`src/rtl/digit_serial_mul.sv`:
```
// Digit-serial unsigned multiplier: N-bit a*b using 2-bit digits, one digit pair per cycle.
// Optional macro DIGIT_SERIAL_MUL_ZERO_BYPASS_EN skips the digit loop when an operand is zero.

module mul_2_bits (
    input  logic [1:0] x,
    input  logic [1:0] y,
    output logic [3:0] p
);
    assign p = {2'b00, x} * {2'b00, y};
endmodule

module digit_serial_mul #(
    parameter int N = 4
) (
    input  logic           clk,
    input  logic           rst,
    input  logic           in_valid,
    output logic           in_ready,
    input  logic [N-1:0]   a,
    input  logic [N-1:0]   b,
    output logic           out_valid,
    input  logic           out_ready,
    output logic [2*N-1:0] c
);
    localparam int D  = N / 2;
    localparam int IW = (D > 1) ? $clog2(D) : 1;
    localparam logic [IW-1:0] LAST = IW'(D - 1);

    localparam logic [1:0] IDLE = 2'd0;
    localparam logic [1:0] BUSY = 2'd1;
    localparam logic [1:0] DONE = 2'd2;

    logic [1:0]     state;
    logic [N-1:0]   a_r;
    logic [N-1:0]   b_r;
    logic [2*N-1:0] acc;
    logic [IW-1:0]  i;
    logic [IW-1:0]  j;

    logic [1:0]     digit_a;
    logic [1:0]     digit_b;
    logic [3:0]     prod;
    logic [2*N-1:0] partial;
    logic [2*N-1:0] acc_next;

    assign in_ready = (state == IDLE);

    // NOTE: every variable assigned in always_comb gets a default first so no latch is inferred.
    always_comb begin
        digit_a  = a_r[2*int'(i) +: 2];
        digit_b  = b_r[2*int'(j) +: 2];
        partial  = (2*N)'(prod) << (2 * (int'(i) + int'(j)));
        acc_next = acc + partial;
    end

    mul_2_bits u_mul (
        .x (digit_a),
        .y (digit_b),
        .p (prod)
    );

    // The product of two N-bit values fits in 2N bits, so the accumulator carries nothing out.
    // NOTE: sequential state uses non-blocking assignments so all registers update together.
    always_ff @(posedge clk) begin
        if (rst) begin
            state     <= IDLE;
            a_r       <= '0;
            b_r       <= '0;
            acc       <= '0;
            i         <= '0;
            j         <= '0;
            c         <= '0;
            out_valid <= 1'b0;
        end else begin
            case (state)
                IDLE: begin
                    if (in_valid) begin
                        a_r <= a;
                        b_r <= b;
                        acc <= '0;
                        i   <= '0;
                        j   <= '0;
`ifdef DIGIT_SERIAL_MUL_ZERO_BYPASS_EN
                        if ((a == '0) || (b == '0)) begin
                            c         <= '0;
                            out_valid <= 1'b1;
                            state     <= DONE;
                        end else begin
                            state <= BUSY;
                        end
`else
                        state <= BUSY;
`endif
                    end
                end
                BUSY: begin
                    acc <= acc_next;
                    if (j == LAST) begin
                        j <= '0;
                        if (i == LAST) begin
                            i         <= '0;
                            c         <= acc_next;
                            out_valid <= 1'b1;
                            state     <= DONE;
                        end else begin
                            i <= i + IW'(1);
                        end
                    end else begin
                        j <= j + IW'(1);
                    end
                end
                DONE: begin
                    if (out_ready) begin
                        out_valid <= 1'b0;
                        state     <= IDLE;
                    end
                end
                default: state <= IDLE;
            endcase
        end
    end
endmodule

```
`config.mk`:
```
export PLATFORM = sky130hd
export DESIGN_NAME = digit_serial_mul
export DESIGN_NICKNAME = d
export VERILOG_FILES = /design/src/rtl/digit_serial_mul.sv
export SDC_FILE = /design/constraint.sdc
export NUM_CORES = 1
export LEC_CHECK = 0
export CAP_MARGIN = 20
export CORE_MARGIN = 10
export CORE_UTILIZATION = 58
export DETAILED_ROUTE_END_ITERATION = 7
export GPL_ROUTABILITY_DRIVEN = 0
export HOLD_SLACK_MARGIN = 0.05
export PLACE_DENSITY = 0.84
export SYNTH_ARGS = -nofsm -noshare
export SYNTH_HDL_FRONTEND = slang
export SYNTH_HIERARCHICAL = 1
export SYNTH_SLANG_ARGS = --single-unit
export TNS_END_PERCENT = 10
```
`constraint.sdc`:
```
create_clock -name clk -period 5.8 [get_ports clk]
set_input_delay 1.16 -clock clk [delete_from_list [all_inputs] [get_ports clk]]
set_output_delay 1.16 -clock clk [all_outputs]
set_load 0.1 [all_outputs]
```
==> results.md <==
- Outcome: finished clean
- Number of library cell types mapped by synthesis: 40
- CP Cell Sequence: mux2_2, and2_1, ha_1, ha_1, mux2i_1, nor2_1, ha_1, nor2b_1, o31a_1, o21ai_1, or4b_1, o311ai_1
- Crit path top cell by count: ha_1
- First-pass GRT wire length: 6.09 mm
- CP Capture Type: flop
- Layout cells sized above 1: 7.91%
- Clk buf depth: 2
- GRT overflow: 0
- Hold Slack: 0.458 ns
- Ports: 22
- Cts hold-fix bufs: 0
- Area leader, netlist: dfxtp_1
- Crit-path slowest cell: dfxtp_1
- TNS Setup: 0 ns
- Syn Nets: 219
- Drc violations: 0
- Clock Pin Slew Worst Setup and Hold Paths: 0.09 ns
- Dpl cell area: about 0.0018 mm^2
- Tcrit/Tclk final: 58.0%
- Max-cap violations: 0
- Clk sink count: 29
- Clk_lat worst skew: 0.33 ns
- Worst EP arrival: 3.60 ns
- Post-cts sizing count: 0
- Vias/cell: 5.82
- Post-CTS Setup Bufs: 0
- Biggest cell delay along the critical path: approximately 0.53 ns
- Largest net degree at the start of global routing: 34
- Ys flop type: dfxtp_1
- Worst-Margin Slew: 0.971 ns
- Setup slack at placement: 2.47 ns
- #FFs+latches synth: 29
- Syn_area_per_cell: 8.40 um^2
- Final instance area: between 0.0015 and 0.002 mm^2
- Hold WC Path Type: flop to flop
- # nets final: 238
- Worst Path Required: 6.04 ns
- Finished Core Util: between 60% and 70%
- Share of the synthesized area in the top cell type: a little over a third
- GRT Total Usage: between 10 and 15%
- Post-DRT Antenna Nets: 0
- Worst vdd ir: 230 uV
- Peak Freq: 297 MHz
- Final Max Tran Viols: 0
- Core area: around 0.0027 mm^2
- Most repeated cell in the gate-level netlist after synthesis: nand2_1
- Pre-Repair DR Iteration Count: 4
- Fillers: 215
- Row count: 19
- CP Launch Type: flop
- Worst Path Max Fanout: 9
- Initial antenna violation count: 0
- Synth warn: 6
- Tmin final: around 3.4 ns
- DRT iter0 DRCs: 51
- Slew headroom: 35.1%
- Chip Width: about 73 um
- RSZ-0062 raised after global routing: false
- # diodes: 0
- Detail Placement HPWL: 2.66 mm
- Worst Skew: just under 0.01 ns
- DR vias: 1,431
- Gate Count Post-Synth: between 150 and 200
- CTS Root Buffer Type: clkbuf_4
- # port buffers: 21
- Hold Vio Cnt, Final: 0
- Fin worst setup slack: between 2 and 2.5 ns
- Post-synth top cells: 34 x nand2_1, 29 x dfxtp_1, 23 x a21oi_1
- Async set-reset flop share out of synthesis: 0%
- Cell area power density: 198 mW/mm^2
- Main area contributors after synthesis: dfxtp_1 35%, nand2_1 7.8%, ha_1 7.6%
- Area growth from synthesis to layout: 15.2%
- Pleak: roughly 0.74 nW
- Starting density of the core: between 60 and 70%
- CTS tree: done
- Area of the die: between 0.005 and 0.006 mm^2
- Final Setup Violations: 0
- Overall routed net length: 3.53 mm
- H-Tree Depth: 2
- Number of global-route vias before repair: 1,379
- EDFF count, synth: 0
- Sequential area share after synthesis: 35.3%
- WL/cell: 14.4 um
- CP Class: flop to flop
- Die Height: ~73 um
- Num CTS Buffers: 5
- Synthesized area: 0.00165 mm^2
[where the power goes]
group / switching [mW] / internal [mW]
sequential: 0.00458 / 0.204
combinational: 0.0258 / 0.0178
clock: 0.0665 / 0.0571
total: 0.0970 / 0.278
[cell usage in the layout (no fill, tap or decap), types with 4 or more instances in the layout]
master / synthesis / routed
nand2_1: 34 / 34
dfxtp_1: 29 / 29
a21oi_1: 23 / 23
clkdlybuf4s50_1: 0 / 21
nor2_1: 15 / 15
ha_1: 10 / 10
nor2b_1: 7 / 7
and2_1: 7 / 7
nand3_1: 5 / 5
clkbuf_4: 0 / 5
inv_1: 4 / 4
mux2_2: 4 / 4
nand2b_1: 4 / 4
o21ai_0: 4 / 4
[critical path, delay by kind of cell (launching register included)]
kind / cells / cell delay (ns)
flops: 1 / 0.53
mux: 2 / 0.59
fa+ha+maj: 3 / 0.84
simple gates: 4 / 0.80
compound gates: 3 / 0.51
[state kept, by name, indices dropped and copies added, names as in the netlist]
name / count
acc: 8
state: 2
c: 8
out_valid: 1
b_r: 4
i: 1
a_r: 4
j: 1
[path summary, 6_finish.rpt]
| check | end | depth (start not counted) | start | slack (ns) |
|---|---|---|---|---|
| setup / recovery | acc[6]$_SDFFE_PP0P_ | 12 | j$_SDFFE_PP0P_ | 2.44 |
| setup reg to reg | acc[6]$_SDFFE_PP0P_ | 12 | j$_SDFFE_PP0P_ | 2.44 |
| hold reg to reg | a_r[0]$_SDFFE_PP0P_ | 2 | a_r[0]$_SDFFE_PP0P_ | 0.46 |
| hold / removal | a_r[0]$_SDFFE_PP0P_ | 2 | a_r[0]$_SDFFE_PP0P_ | 0.46 |
[per-stage QoR]
step                power [mW]  cells
detailed placement       0.256    239
floorplan                0.242    196
finish                   0.375    246
CTS                      0.379    246
global placement         0.254    239
global route             0.394    246
[kinds of logic (layout without fill, tap and decap cells)]
group           Yosys count  after routing  share of synthesized area (%)
simple gates             82             82                           23.9
flops                    29             29                           35.3
buf+inv                  14             33                           4.63
fa+ha+maj                11             11                           8.81
compound gates           50             50                           20.4
xor+xnor                  4              4                           2.96
mux                       6              6                           3.95
[metal layers]
layer  vias up  share of wire (%)  GRT usage (%)
met3         9                5.1           5.11
met5         -                  0              0
li1        730                  -              -
met1       665                 43           15.6
met4         0                2.1           6.12
met2        27                 49           23.3
[cell type report]
| cell class | count | area, um^2 | area share (%) |
|---|---|---|---|
| multi-input cells | 153 | 990 | 52.2 |
| flip-flops and latches | 29 | 581 | 30.6 |
| repair buffers | 22 | 218 | 11.5 |
| clock buffers | 7 | 55.1 | 2.90 |
| well taps | 31 | 38.8 | 2.04 |
| inverters | 4 | 15.0 | 0.792 |
(Power assumes the default switching activity.)
